`config.mk`:
```
export PLATFORM = sky130hd
export DESIGN_NAME = mem_burst_access
export DESIGN_NICKNAME = d
export VERILOG_FILES = /design/src/rtl/mem_burst_access_pkg.sv /design/src/rtl/mem_burst_access_wait_timer.sv /design/src/rtl/mem_burst_access.sv
export SDC_FILE = /design/constraint.sdc
export NUM_CORES = 1
export LEC_CHECK = 0
export CAP_MARGIN = 20
export CORE_ASPECT_RATIO = 1.25
export CORE_MARGIN = 5
export CORE_UTILIZATION = 45
export DETAILED_ROUTE_END_ITERATION = 8
export GPL_TIMING_DRIVEN = 0
export PLACE_DENSITY = 0.78
export SLEW_MARGIN = 10
export SYNTH_ARGS = -nofsm -noshare
export SYNTH_HDL_FRONTEND = slang
export SYNTH_SLANG_ARGS = --single-unit
export TNS_END_PERCENT = 50
```
`constraint.sdc`:
```
create_clock -name clk -period 4.7 [get_ports clk]
set_clock_uncertainty 0.2 [all_clocks]
set_input_delay 0.94 -clock clk [delete_from_list [all_inputs] [get_ports clk]]
set_output_delay 0.94 -clock clk [all_outputs]
set_load 0.02 [all_outputs]
```
`src/rtl/mem_burst_access_pkg.sv`:
```
// Shared definitions for the burst memory access block: FSM states, direction constants, beat clamp.
// Latency: none (types, constants and a pure function only).
// Backpressure: not applicable.
package mem_burst_access_pkg;

    // Controller states: waiting for a request, driving bus beats, one-cycle completion.
    typedef enum logic [1:0] {
        ST_IDLE   = 2'd0,
        ST_ACCESS = 2'd1,
        ST_DONE   = 2'd2
    } state_t;

    // Polarity of the w_rd request input.
    localparam logic RW_READ  = 1'b1;
    localparam logic RW_WRITE = 1'b0;

    // Effective beat count: a zero request still moves one beat, oversize requests saturate.
    function automatic int clamp_beats(input int req_beats, input int max_beats);
        int n;
        n = req_beats;
        if (n < 1) begin
            n = 1;
        end else if (n > max_beats) begin
            n = max_beats;
        end
        return n;
    endfunction

endpackage

```
`src/rtl/mem_burst_access_wait_timer.sv`:
```
// Per-beat wait counter: counts enabled cycles and flags expiry on the WAIT_MAX-th one.
// Latency: o_expire is combinational on the cycle that would be the WAIT_MAX-th enabled cycle.
// Backpressure: none; i_clr has priority over i_en.
module wait_timer
    import mem_burst_access_pkg::*;
#(
    parameter int WAIT_MAX = 15
) (
    input  logic clk,
    input  logic rst,
    input  logic i_clr,
    input  logic i_en,
    output logic o_expire
);

    localparam int CW = (WAIT_MAX > 1) ? $clog2(WAIT_MAX) : 1;

    logic [CW-1:0] r_cnt;
    logic          w_at_limit;

    assign w_at_limit = (r_cnt == CW'(WAIT_MAX - 1));
    assign o_expire   = i_en && !i_clr && w_at_limit;

    // Count consecutive enabled cycles; a clear restarts the count for the next beat.
    always_ff @(posedge clk or negedge rst) begin
        if (!rst) begin
            r_cnt <= '0;
        end else if (i_clr) begin
            r_cnt <= '0;
        end else if (i_en && !w_at_limit) begin
            r_cnt <= r_cnt + CW'(1);
        end
    end

endmodule

```
`src/rtl/mem_burst_access.sv`:
```
// Burst memory access controller: latches a request, runs 1..MAX_BEATS bus beats, pulses done.
// Latency: N beats with zero wait states take N ACCESS cycles; done is high in the following cycle.
// Backpressure: bus_ready stalls each beat; WAIT_MAX stalled cycles abort the burst with timeout.
module mem_burst_access
    import mem_burst_access_pkg::*;
#(
    parameter int ADDR_W    = 16,
    parameter int DATA_W    = 8,
    parameter int MAX_BEATS = 4,
    parameter int WAIT_MAX  = 15
) (
    input  logic                          clk,
    input  logic                          rst,
    input  logic                          req,
    input  logic                          w_rd,
    input  logic                          pc_data,
    input  logic [ADDR_W-1:0]             address,
    input  logic [ADDR_W-1:0]             pc,
    input  logic [$clog2(MAX_BEATS):0]    beats,
    input  logic [DATA_W*MAX_BEATS-1:0]   wdata,
    input  logic [DATA_W-1:0]             bus_din,
    input  logic                          bus_ready,
    output logic                          busy,
    output logic                          done,
    output logic                          timeout,
    output logic [DATA_W*MAX_BEATS-1:0]   rdata,
    output logic [ADDR_W-1:0]             address_out,
    output logic [DATA_W-1:0]             bus_dout,
    output logic                          bus_oe,
    output logic                          bus_rd,
    output logic                          bus_wr
);

    localparam int IDX_W = (MAX_BEATS > 1) ? $clog2(MAX_BEATS) : 1;

    state_t                        r_state;
    state_t                        w_next_state;

    logic                          r_w_rd;
    logic [ADDR_W-1:0]             r_addr;
    logic [IDX_W-1:0]              r_idx;
    logic [IDX_W-1:0]              r_last_idx;
    logic [DATA_W*MAX_BEATS-1:0]   r_wdata;
    logic [DATA_W*MAX_BEATS-1:0]   r_rdata;
    logic                          r_timeout;

    logic                          w_accept;
    logic                          w_in_access;
    logic                          w_beat_done;
    logic                          w_last_beat;
    logic                          w_expire;
    logic                          w_timer_clr;
    logic                          w_timer_en;
    logic [ADDR_W-1:0]             w_start;
    logic [IDX_W-1:0]              w_last_idx_in;
    logic [DATA_W-1:0]             w_wr_slice;

    assign w_in_access   = (r_state == ST_ACCESS);
    assign w_accept      = (r_state == ST_IDLE) && req;
    assign w_beat_done   = w_in_access && bus_ready;
    assign w_last_beat   = (r_idx == r_last_idx);
    assign w_start       = pc_data ? pc : address;
    assign w_last_idx_in = IDX_W'(clamp_beats(int'(beats), MAX_BEATS) - 1);

    // The wait count restarts whenever a beat finishes and is held clear outside ACCESS,
    // so every beat (including the first) starts from zero.
    assign w_timer_clr   = !w_in_access || bus_ready;
    assign w_timer_en    = w_in_access && !bus_ready;

    wait_timer #(
        .WAIT_MAX (WAIT_MAX)
    ) u_wait_timer (
        .clk      (clk),
        .rst      (rst),
        .i_clr    (w_timer_clr),
        .i_en     (w_timer_en),
        .o_expire (w_expire)
    );

    // Select the write data slice for the current beat index.
    always_comb begin
        w_wr_slice = '0;
        for (int i = 0; i < MAX_BEATS; i++) begin
            if (r_idx == IDX_W'(i)) begin
                w_wr_slice = r_wdata[i*DATA_W +: DATA_W];
            end
        end
    end

    // FSM state register.
    always_ff @(posedge clk or negedge rst) begin
        if (!rst) begin
            r_state <= ST_IDLE;
        end else begin
            r_state <= w_next_state;
        end
    end

    // FSM next state: bus_ready wins over an expiring wait count on the same cycle.
    always_comb begin
        w_next_state = r_state;
        case (r_state)
            ST_IDLE: begin
                if (req) begin
                    w_next_state = ST_ACCESS;
                end
            end
            ST_ACCESS: begin
                if (bus_ready) begin
                    if (w_last_beat) begin
                        w_next_state = ST_DONE;
                    end
                end else if (w_expire) begin
                    w_next_state = ST_DONE;
                end
            end
            ST_DONE: begin
                w_next_state = ST_IDLE;
            end
            default: begin
                w_next_state = ST_IDLE;
            end
        endcase
    end

    // FSM outputs: strobes and write drivers only while a beat is on the bus.
    always_comb begin
        busy     = 1'b0;
        done     = 1'b0;
        timeout  = 1'b0;
        bus_rd   = 1'b0;
        bus_wr   = 1'b0;
        bus_oe   = 1'b0;
        bus_dout = '0;
        case (r_state)
            ST_ACCESS: begin
                busy   = 1'b1;
                bus_rd = (r_w_rd == RW_READ);
                bus_wr = (r_w_rd == RW_WRITE);
                bus_oe = (r_w_rd == RW_WRITE);
                if (r_w_rd == RW_WRITE) begin
                    bus_dout = w_wr_slice;
                end
            end
            ST_DONE: begin
                busy    = 1'b1;
                done    = 1'b1;
                timeout = r_timeout;
            end
            default: begin
                busy = 1'b0;
            end
        endcase
    end

    // Request latch and beat progress; the address register holds across IDLE and DONE.
    always_ff @(posedge clk or negedge rst) begin
        if (!rst) begin
            r_w_rd     <= RW_WRITE;
            r_addr     <= '0;
            r_idx      <= '0;
            r_last_idx <= '0;
            r_wdata    <= '0;
            r_timeout  <= 1'b0;
        end else if (w_accept) begin
            r_w_rd     <= w_rd;
            r_addr     <= w_start;
            r_idx      <= '0;
            r_last_idx <= w_last_idx_in;
            r_wdata    <= wdata;
            r_timeout  <= 1'b0;
        end else if (w_beat_done) begin
            if (!w_last_beat) begin
                r_idx  <= r_idx + IDX_W'(1);
                r_addr <= r_addr + ADDR_W'(1);
            end
        end else if (w_in_access && w_expire) begin
            r_timeout <= 1'b1;
        end
    end

    // Read data: cleared on accept, one slice captured per completed read beat, then held.
    always_ff @(posedge clk or negedge rst) begin
        if (!rst) begin
            r_rdata <= '0;
        end else if (w_accept) begin
            r_rdata <= '0;
        end else if (w_beat_done && (r_w_rd == RW_READ)) begin
            for (int i = 0; i < MAX_BEATS; i++) begin
                if (r_idx == IDX_W'(i)) begin
                    r_rdata[i*DATA_W +: DATA_W] <= bus_din;
                end
            end
        end
    end

    assign rdata       = r_rdata;
    assign address_out = r_addr;

endmodule

```
## Word-level counts from Yosys, hierarchy flattened

Index checks and enable logic that the tools add are counted.

- Equality and inequality tests: 12
- Reduce and logical (&&, ||, !) cells: 31
- Bitwise gates (word level): 1
- Magnitude comparators: 2
- Add/sub/neg operators: 4
- Mux-type cells: 36

Operator list:

| kind | count |
|---|---|
| 2-to-1 mux 8 bit | 10 |
| 2-to-1 mux 16 bit | 4 |
| 2-to-1 mux 32 bit | 2 |
| 2-to-1 mux 2 bit | 9 |
| adder 16 x 1 -> 16 bit, second input constant | 1 |
| nonzero test 2 bit | 8 |
| AND reduction 2 bit | 6 |
| logical AND 1 bit | 8 |
| 2-to-1 mux 1 bit | 8 |
| 2-to-1 mux 4 bit | 2 |
| equality test 2 bit, second input constant | 3 |
| inequality test 2 bit, second input constant | 3 |
| inequality test 3 x 2 -> 1 bit, second input constant | 2 |
| adder 4 x 1 -> 4 bit, second input constant | 1 |
| equality test 2 x 1 -> 1 bit, second input constant | 2 |
| equality test 4 bit, second input constant | 1 |
| logical NOT 1 bit | 4 |
| logical NOT 2 bit | 2 |
| case mux 2 bit (2 select lines) | 1 |
| greater-than comparator 3 bit, second input constant | 1 |
| < comparator 3 x 1 -> 1 bit, second input constant | 1 |
| AND reduction 3 bit | 1 |
| adder 2 x 1 -> 2 bit, second input constant | 1 |
| equality test 2 bit | 1 |
| 4 further kinds | 4 |

- Output and inout bits: 62
- Bits of input ports: 81
- Flip-flop bits (word level): 92

## Logic depth before layout (Yosys ltp)

Gate-level depths: netlist of the first run.

- Word-level depth: 10
- Depth in mapped cells: 8
- Mapped depth without buffers: 6

## Hierarchy

From an unflattened synthesis of the first run, not the netlist that was laid out.

- Cells, all modules: 526
- Area total of the unflattened synthesis: 4,633.2 um^2

By module, submodules not included:

| module | seq. area each (um^2) | times used | area each (um^2) | cells each |
|---|---|---|---|---|
| mem_burst_access | 2,202.1 | 1 | 4,395.5 | 501 |
| wait_timer | 100.1 | 1 | 237.7 | 25 |

## Worst setup path after synthesis of the first run

No wires, ideal clock.

- Kind: register to output
- Start point: register r_idx[0]
- End point: output port bus_dout[6]
- Path buffers: 2
- Stages on the path, launching flop included: 8
- Path slack: 1.722 ns
- Arrival time: 1.838 ns
- Path through: dfrtp_1 inv_1 ha_1 clkbuf_1 buf_1 a221oi_1 a211o_1 a21oi_1

- Longest elaborated chain between the ends: 7
- Elaborated cells between the ends (all ways): 10
- Classes of those cells: eq/ne (3); mux (6); reduce/logical (1)

RTL lines:

| element | RTL line | source |
|---|---|---|
| from (decl) | mem_burst_access.sv:41 | `logic [IDX_W-1:0] r_idx;` |
| from (signal assigned) | mem_burst_access.sv:174 | `r_idx <= r_idx + IDX_W'(1);` |
| logical NOT 2 bit | mem_burst_access.sv:84 | `if (r_idx == IDX_W'(i)) begin` |
| 2-to-1 mux 8 bit (3 in series) | mem_burst_access.sv:84 |  |
| 2-to-1 mux 8 bit * | mem_burst_access.sv:84 |  |
| 2-to-1 mux 8 bit * | mem_burst_access.sv:141 | `if (r_w_rd == RW_WRITE) begin` |
| 2-to-1 mux 8 bit * | mem_burst_access.sv:135 | `case (r_state)` |
| to (decl) | mem_burst_access.sv:28 | `output logic [DATA_W-1:0] bus_dout,` |

Mark *: on every way between the ends. The rest lies on a longest branch, timed or not.

## Final worst setup path of the first run

Ends and elaborated chain as after synthesis.

==> results_dict.tcl, run 1 <==
set metrics [dict create \
    switching_power_mw 1.47 \
    setup_viol 0 \
    power_frac_seq_pct 35.4 \
    synthSimpleGateAreaFrac_pct 23.1 \
    grt_overflow 0 \
    finalHoldViolCount 0 \
    synthesis.nets 622 \
    ir_drop_mv 0.326 \
    syn2layout_area_growth_pct 41.0 \
    fmax_mhz 246 \
    grt_pass1_wl_mm 21.2 \
    power-per-cell-area_nw_per_um2 554 \
    status "complete, no violations" \
    cts_setup_buffers 0 \
    syn_inst 529 \
    placed_cells 801 \
    synth_warnings 0 \
    drcViolationCount 0 \
    cts_tree "done" \
    drt-vias-per-instance 5.34 \
    antenna_found_initial 0 \
    synth.area.mux_share_pct 0.919 \
    numCtsBuffers 9 \
    dieHeight_um 123 \
    firstDrtPassIters 5 \
    ctsResizeCount 0 \
    clk_latency_ns 0.34 \
    end_kind "output port" \
    globalRouteTotalUtil_pct 21.4 \
    vias 4363 \
    worstSetupStartpointType "register" \
    htreeDepth 3 \
    pwr-share-comb_pct 45.3 \
    antenna_left 0 \
    min_period_ns 4.06 \
    max_cap_violations 0 \
    start_util_pct 45.8 \
    gp_congestion 0.849 \
    netlist.top_cell.by_area "dfrtp_1" \
    crit_type "register to output port" \
    final_cell_mix "173 x nand2_1, 141 x clkdlybuf4s50_1, 92 x dfrtp_1" \
    postCtsHoldBufs 0 \
    num_rows 41 \
    ys_top_cells_by_area "dfrtp_1 50%, nand2_1 14%, a21oi_1 5.0%, ha_1 3.2%, nor2b_1 3.0%" \
    drt-total-wl_mm 13.2 \
    clkTransAtPathRegs_ns 0.07 \
    wire_per_inst_um 16.1 \
    required_ns 3.56 \
    core_area_um2 10100 \
    worst_slack_ns 0.641 \
    post-place-ws_ns 1.02 \
    p_int_mw 2.15 \
    layout-drive-gt1-share_pct 4.07 \
    final_area_um2 6530 \
    dieArea_um2 12400 \
    die_x_um 101 \
    rsz0062_at_grt "no" \
    p_sw_share_pct 40.6 \
    cts.path.max_buffers 2 \
    cp_max_fo 10 \
    portBuffers 142 \
    dp_hpwl_mm 10.3 \
    synthAdderAreaFrac_pct 3.24 \
    worstHoldPathType "register to register" \
    register_area_um2 2300 \
    netlist_area_um2 4630 \
    synth_top_family_by_area "simple AND/OR/NAND/NOR gates" \
    leakage_nw 2.75 \
    synth.distinct_cells 43 \
    clock-sinks 92 \
    max_slew_margin_pct 58.2 \
    power_frac_clock_pct 19.3 \
    fin_crit_sh_pct 86.4 \
    slew_violations 0 \
    utilization_pct 64.6 \
    drtIter0Drc 232 \
    nets 776 \
    n_antenna_cell 0 \
    synth_compound_area_share_pct 16.9 \
    ys_seq_area_share_pct 49.7 \
    ys_seq_elements 92 \
    layout.cells.non_filler 817 \
    final_common_cell "nand2_1" \
    grt_max_degree 48 \
    ctsRootBufferMaster "clkbuf_16" \
    worst-endpoint-arrival_ns 2.92 \
    grt_pass1_vias 4402 \
    fill_cells 864 \
    syn_area_per_cell_um2 8.75 \
    synth.top_cell.area_share_pct 49.7 \
    tightest_slew_ns 0.627 \
    boundaryPins 143 \
    synthXorXnorAreaFrac_pct 1.14 \
    placed_cell_area_um2 6240 \
    multi_input_comb_area_um2 2100 \
]
logic make-up after synthesis:
family / after synthesis
DFF: 92
AOI/OAI and AO/OA: 122
and+or+nand+nor: 240
muxes: 4
xor gates and xnor gates: 6
adders and majority gates: 12
buffers and inverters: 53
final timing paths:
| kind | from | to | slack [ns] | depth (start not counted) |
|---|---|---|---|---|
| setup / recovery | r_idx[0] | bus_dout[6] | 0.64 | 8 |
| hold / removal | r_wdata[1] | r_wdata[1] | 0.28 | 2 |
| setup reg to reg | r_state[0] | rdata[4] | 2.20 | 7 |
| hold reg to reg | r_wdata[1] | r_wdata[1] | 0.28 | 2 |
| max in group asynchronous | rst | r_wdata[0] | 3.25 | 2 |
| min in group asynchronous | rst | rdata[2] | 0.40 | 1 |
power groups by stage:
stage	clock network (mW)	logic [mW]	registers, mW
after detailed placement	0	1.63	1.29
after global routing	0.738	1.79	1.32
final	0.699	1.64	1.28
after CTS	0.707	1.65	1.28
after floorplan	0	0.865	1.36
after global placement	0	1.58	1.27
through the flow:
| step | TNS, ns | total power, mW | hold slack [ns] |
|---|---|---|---|
| after floorplan | 0 | 2.23 | 0.238 |
| after global placement | -67.15 | 2.86 | 0.251 |
| after detailed placement | 0 | 2.92 | 0.261 |
| after CTS | 0 | 3.63 | 0.278 |
| after global routing | 0 | 3.85 | 0.299 |
| final | 0 | 3.62 | 0.276 |
worst max-delay path, stage by stage (launching register included):
cell and delay, ns:
dfrtp_1 0.45, inv_1 0.11, ha_1 0.14, clkbuf_1 0.30
buf_1 0.40, a221oi_1 0.12, a211o_1 0.26, a21oi_1 0.17
clkdlybuf4s50_1 0.63
synth_stat cells:
| library cell | n |
|---|---|
| o41ai_1 | 1 |
| nor2b_1 | 22 |
| or3_1 | 4 |
| buf_6 | 2 |
| nor3_1 | 2 |
| and3_1 | 1 |
| and4_1 | 1 |
| xnor2_1 | 5 |
| dlygate4sd1_1 | 2 |
| clkbuf_1 | 22 |
| a221oi_1 | 8 |
| buf_1 | 5 |
| or4_1 | 7 |
| a211oi_1 | 15 |
| nand2_1 | 173 |
| xor2_1 | 1 |
| o211ai_1 | 4 |
| buf_2 | 1 |
| a211o_1 | 10 |
| or4b_1 | 1 |
| buf_4 | 1 |
| dfrtp_1 | 92 |
| and2b_1 | 1 |
| or2_2 | 1 |
| nand4_2 | 1 |
| and2_1 | 7 |
| a2111oi_2 | 1 |
| nor2_1 | 6 |
| nand3_1 | 6 |
| inv_1 | 20 |
| o21ai_0 | 14 |
| or4_2 | 1 |
| nand4_1 | 3 |
| nand2b_1 | 2 |
| a221o_1 | 1 |
| mux2_2 | 2 |
| ha_1 | 12 |
| o31ai_1 | 6 |
| a21oi_1 | 46 |
| nor3b_1 | 1 |
| a21o_1 | 2 |
| mux2i_1 | 2 |
| a31oi_1 | 14 |
per-layer routing:
layer	GRT usage (%)	wire length (um)	vias to the layer above
met2	38.2	6930	150
met3	2.65	671	27
met1	26.4	5240	2076
met5	0	0	-
met4	8.00	338	0
li1	-	-	2110
area by class of cell:
class | instances | area share, %
inverter | 20 | 1.15
sequential | 92 | 35.3
multi-input combinational | 384 | 32.1
timing repair buffer | 143 | 22.2
clock inverter | 7 | 1.02
clock buffer | 9 | 3.45
buffer | 33 | 2.36
tap | 129 | 2.47
flip-flops by register name (all words and copies together), names as in the netlist:
| name | flops |
|---|---|
| r_wdata | 32 |
| r_timeout | 1 |
| rdata | 32 |
| r_state | 2 |
| r_idx | 2 |
| r_w_rd | 1 |
| address_out | 16 |
| r_last_idx | 2 |
| u_wait_timer.r_cnt | 4 |
Power figures use the tool's default switching activity.
==> run 2: changes to the inputs <==
--- a/config.mk
+++ b/config.mk
@@ -7,7 +7,7 @@
 export LEC_CHECK = 0
 export CAP_MARGIN = 20
 export CORE_ASPECT_RATIO = 1.25
-export CORE_MARGIN = 5
+export CORE_MARGIN = 4
 export CORE_UTILIZATION = 45
 export DETAILED_ROUTE_END_ITERATION = 8
 export GPL_TIMING_DRIVEN = 0
==> run 2 against run 1 <==
Total power is 0.95% lower. Core utilization is 0.29 points higher. Setup slack worse by 0.045 ns. Fmax is 1.1% lower. Cell area hardly changed. Clock power is 1% lower. Register-to-register slack better by 0.02 ns. Sequential cell count stayed put. Sequential power hardly changed. Wire length is 2.8% lower. Sequential share of layout area hardly changed. Cell count stayed put. Largest power group unchanged.
==> results_dict.tcl, run 2 (synthesis gave the netlist of run 1 again) <==
set metrics [dict create \
    ir_drop_mv 0.344 \
    worst_slack_ns 0.596 \
    finalHoldViolCount 0 \
    dp_hpwl_mm 9.80 \
    start_util_pct 46.0 \
    ctsResizeCount 0 \
    gp_congestion 0.826 \
    fill_cells 862 \
    status "complete, no violations" \
    portBuffers 142 \
    grt_pass1_wl_mm 20.7 \
    final_cell_mix "173 x nand2_1, 141 x clkdlybuf4s50_1, 92 x dfrtp_1" \
    grt_overflow 0 \
    max_slew_margin_pct 64.5 \
    core_area_um2 10100 \
    drt-total-wl_mm 12.8 \
    drcViolationCount 0 \
    grt_max_degree 53 \
    n_antenna_cell 0 \
    tns_ns 0 \
    die_x_um 98.7 \
    end_kind "output port" \
    placed_cell_area_um2 6240 \
    clkTransAtPathRegs_ns 0.06 \
    postCtsHoldBufs 0 \
    final_common_cell "nand2_1" \
    clock-sinks 92 \
    grt_pass1_vias 4304 \
    drt-vias-per-instance 5.28 \
    max_cap_violations 0 \
    cts_setup_buffers 0 \
    drtIter0Drc 251 \
    setup_viol 0 \
    dieHeight_um 121 \
    post-place-ws_ns 0.977 \
    globalRouteTotalUtil_pct 21.1 \
    antenna_left 0 \
    rsz0062_at_grt "no" \
    vias 4312 \
    num_rows 41 \
    htreeDepth 3 \
    dieArea_um2 12000 \
    firstDrtPassIters 4 \
    tightest_slew_ns 0.533 \
    min_period_ns 4.10 \
    ctsRootBufferMaster "clkbuf_16" \
    layout-drive-gt1-share_pct 4.07 \
    antenna_found_initial 0 \
    wire_per_inst_um 15.7 \
    power_mw 3.58 \
    fin_crit_sh_pct 87.3 \
    slew_violations 0 \
    syn2layout_area_growth_pct 41.0 \
    worst-endpoint-arrival_ns 2.96 \
    worstSetupStartpointType "register" \
    crit_type "register to output port" \
    boundaryPins 143 \
    clk_latency_ns 0.34 \
    cts.path.max_buffers 2 \
    cts_tree "done" \
    cp_max_fo 10 \
    worstHoldPathType "register to register" \
    whs_ns 0.281 \
    required_ns 3.56 \
    numCtsBuffers 9 \
    nets 776 \
    power-per-cell-area_nw_per_um2 549 \
    leakage_nw 2.75 \
    final_area_um2 6520 \
    fmax_mhz 244 \
]
run 2: changes by cell type in the layout (fill, tap and decap cells not counted), sizes merged:
| cell | change |
|---|---|
| inv | -3 |
| clkinvlp | +1 |
| clkbuf | +2 |
run 2: metal layers:
| metal | global-route usage, % | part of all wire, % |
|---|---|---|
| met2 | 38.4 | 52 |
| met4 | 5.12 | 1.5 |
| met3 | 3.45 | 5.2 |
| met1 | 26.0 | 41 |
| met5 | 0 | 0 |
run 2: cell type report:
cell class	instances	area [um2]	area share, %
Sequential cell	92	2300	35.3
Multi-Input combinational cell	384	2100	32.1
Timing Repair Buffer	143	1450	22.2
Clock buffer	11	253	3.87
Tap cell	129	161	2.47
Buffer	33	154	2.36
Inverter	20	75.1	1.15
Clock inverter	5	35.0	0.537
run 2: metrics by stage:
stage / instances / util, %
floorplan: 529 / -
global placement: 800 / 61.8
detailed placement: 801 / 62.0
CTS: 817 / 64.9
global route: 817 / 64.9
finish: 817 / 64.9
run 2: power breakdown:
group          total (mW)  switching (mW)  internal [mW]
clock network       0.689           0.300          0.388
registers            1.28           0.219           1.06
logic                1.61           0.901          0.713
total                3.58            1.42           2.16
run 2: critical path, stage by stage (launching register included):
cell and delay (ns):
dfrtp_1 0.46, inv_1 0.12, ha_1 0.14, clkbuf_1 0.32, buf_1 0.41, a221oi_1 0.10
a211o_1 0.26, a21oi_1 0.19, clkdlybuf4s50_1 0.64
run 2: final timing paths:
kind | depth (start not counted) | end | startpoint | slack, ns
setup / recovery | 8 | bus_dout[6] | r_idx[0] | 0.60
hold / removal | 2 | r_wdata[2] | r_wdata[2] | 0.28
setup reg to reg | 7 | r_idx[0] | r_state[1] | 2.22
hold reg to reg | 2 | r_wdata[2] | r_wdata[2] | 0.28
max in group asynchronous | 2 | address_out[1] | rst | 3.28
min in group asynchronous | 1 | rdata[16] | rst | 0.38
==> run 3: changes to the inputs <==
--- a/config.mk
+++ b/config.mk
@@ -5,13 +5,13 @@
 export SDC_FILE = /design/constraint.sdc
 export NUM_CORES = 1
 export LEC_CHECK = 0
+export ABC_AREA = 0
 export CAP_MARGIN = 20
 export CORE_ASPECT_RATIO = 1.25
-export CORE_MARGIN = 4
-export CORE_UTILIZATION = 45
+export CORE_UTILIZATION = 44
 export DETAILED_ROUTE_END_ITERATION = 8
 export GPL_TIMING_DRIVEN = 0
-export PLACE_DENSITY = 0.78
+export PLACE_DENSITY = 0.76
 export SLEW_MARGIN = 10
 export SYNTH_ARGS = -nofsm -noshare
 export SYNTH_HDL_FRONTEND = slang
==> run 3 against run 2 <==
Fmax is 1.9% lower. Setup slack worse by 0.078 ns. Non-clock buffer count stayed put.
==> results_dict.tcl, run 3 (synthesis gave the netlist of run 1 again) <==
set metrics [dict create \
    status "complete, no violations" \
    numCtsBuffers 9 \
    dieArea_um2 10900 \
    max_slew_margin_pct 58.9 \
    worstHoldPathType "register to register" \
    final_cell_mix "173 x nand2_1, 141 x clkdlybuf4s50_1, 92 x dfrtp_1" \
    grt_max_degree 49 \
    power-per-cell-area_nw_per_um2 554 \
    drt-vias-per-instance 5.38 \
    htreeDepth 3 \
    layout-drive-gt1-share_pct 4.07 \
    fin_crit_sh_pct 89.0 \
    leakage_nw 2.74 \
    r2r-start "r_state[0]" \
    end_kind "output port" \
    clk_latency_ns 0.34 \
    cp_slowest_cell "clkdlybuf4s50_1" \
    core_area_um2 10200 \
    min_period_ns 4.18 \
    dieHeight_um 117 \
    max_cap_violations 0 \
    drtIter0Drc 216 \
    start_util_pct 45.6 \
    cts_tree "done" \
    drt-total-wl_mm 12.9 \
    firstDrtPassIters 4 \
    die_x_um 93.7 \
    clkTransAtPathRegs_ns 0.07 \
    ctsRootBufferMaster "clkbuf_16" \
    syn2layout_area_growth_pct 41.0 \
    wire_per_inst_um 15.8 \
    worst_slack_ns 0.518 \
    n_antenna_cell 0 \
    fmax_mhz 239 \
    ir_drop_mv 0.218 \
    tightest_slew_ns 0.616 \
    hp-start "r_wdata[6]" \
    worstPathCellList "inv_1 -> ha_1 -> clkbuf_1 -> a221oi_1 -> a211o_1 -> a21oi_1 -> clkdlybuf4s50_1" \
    grt_overflow 0 \
    required_ns 3.56 \
    finalHoldViolCount 0 \
    clock-sinks 92 \
    tns_ns 0 \
    vias 4395 \
    cts_setup_buffers 0 \
    drcViolationCount 0 \
    gp_congestion 0.811 \
    globalRouteTotalUtil_pct 25.2 \
    num_rows 41 \
    slowest_delay_ns 0.66 \
    post-place-ws_ns 1.01 \
    portBuffers 142 \
    postCtsHoldBufs 0 \
    whs_ns 0.272 \
    cp_max_fo 10 \
    hold_depth 2 \
    nets 776 \
    grt_pass1_vias 4480 \
    setup_viol 0 \
    grt_pass1_wl_mm 21.4 \
    crit_type "register to output port" \
    dp_hpwl_mm 9.66 \
    antenna_found_initial 0 \
    worst-endpoint-arrival_ns 3.04 \
    cts.path.max_buffers 2 \
    ctsResizeCount 0 \
    final_common_cell "nand2_1" \
    slew_violations 0 \
    worstSetupStartpointType "register" \
    r2r_cells 7 \
    rsz0062_at_grt "no" \
    worstSetupStartpoint "r_idx[1]" \
    boundaryPins 143 \
    antenna_left 0 \
]
run 3: cell types whose count changed in the layout (fill, tap and decap cells not counted), sizes merged:
| cell | delta |
|---|---|
| clkinvlp | +1 |
| clkinv | -3 |
| inv | +4 |
| clkbuf | -2 |
run 3: stage by stage:
| stage | total power [mW] | instance area (um2) | util, % | cells |
|---|---|---|---|---|
| finish | 3.61 | 6530 | 64.2 | 817 |
| global route | 3.88 | 6530 | 64.2 | 817 |
| CTS | 3.63 | 6530 | 64.2 | 817 |
| detailed placement | 2.91 | 6240 | 61.4 | 801 |
| global placement | 2.84 | 6210 | 61.1 | 800 |
| floorplan | 2.23 | 4630 | - | 529 |
run 3: cell type report:
class	instances	area (um2)
clock inverters	7	63.8
clock buffers	9	225
well taps	129	161
inverters	20	75.1
plain buffers	33	154
multi-input cells	384	2100
repair buffers	143	1450
fillers	890	3630
flip-flops and latches	92	2300
run 3: per-layer routing:
layer	wire, um	vias to the layer above	track usage, %
li1	-	2115	-
met1	5270	2109	31.1
met2	6630	142	43.7
met3	575	29	3.97
met4	395	0	10.3
met5	0	-	0
run 3: worst paths after layout:
kind | slack, ns | end
max | 0.52 | bus_dout[7]
min | 0.27 | r_wdata[6]
max reg2reg | 2.26 | r_idx[0]
min reg2reg | 0.27 | r_wdata[6]
max in group asynchronous | 3.25 | r_wdata[27]
min in group asynchronous | 0.40 | address_out[11]
run 3: critical path: cells and delay by family (launching register included):
| kind | cells | cell delay, ns |
|---|---|---|
| compound gates | 3 | 0.77 |
| fa+ha+maj | 1 | 0.34 |
| buf+inv | 3 | 1.14 |
| flops | 1 | 0.44 |
run 3: power breakdown:
| group | switching, mW | total [mW] | internal (mW) |
|---|---|---|---|
| Sequential | 0.211 | 1.27 | 1.06 |
| Combinational | 0.919 | 1.63 | 0.714 |
| Clock | 0.337 | 0.709 | 0.372 |
| Total | 1.47 | 3.61 | 2.15 |
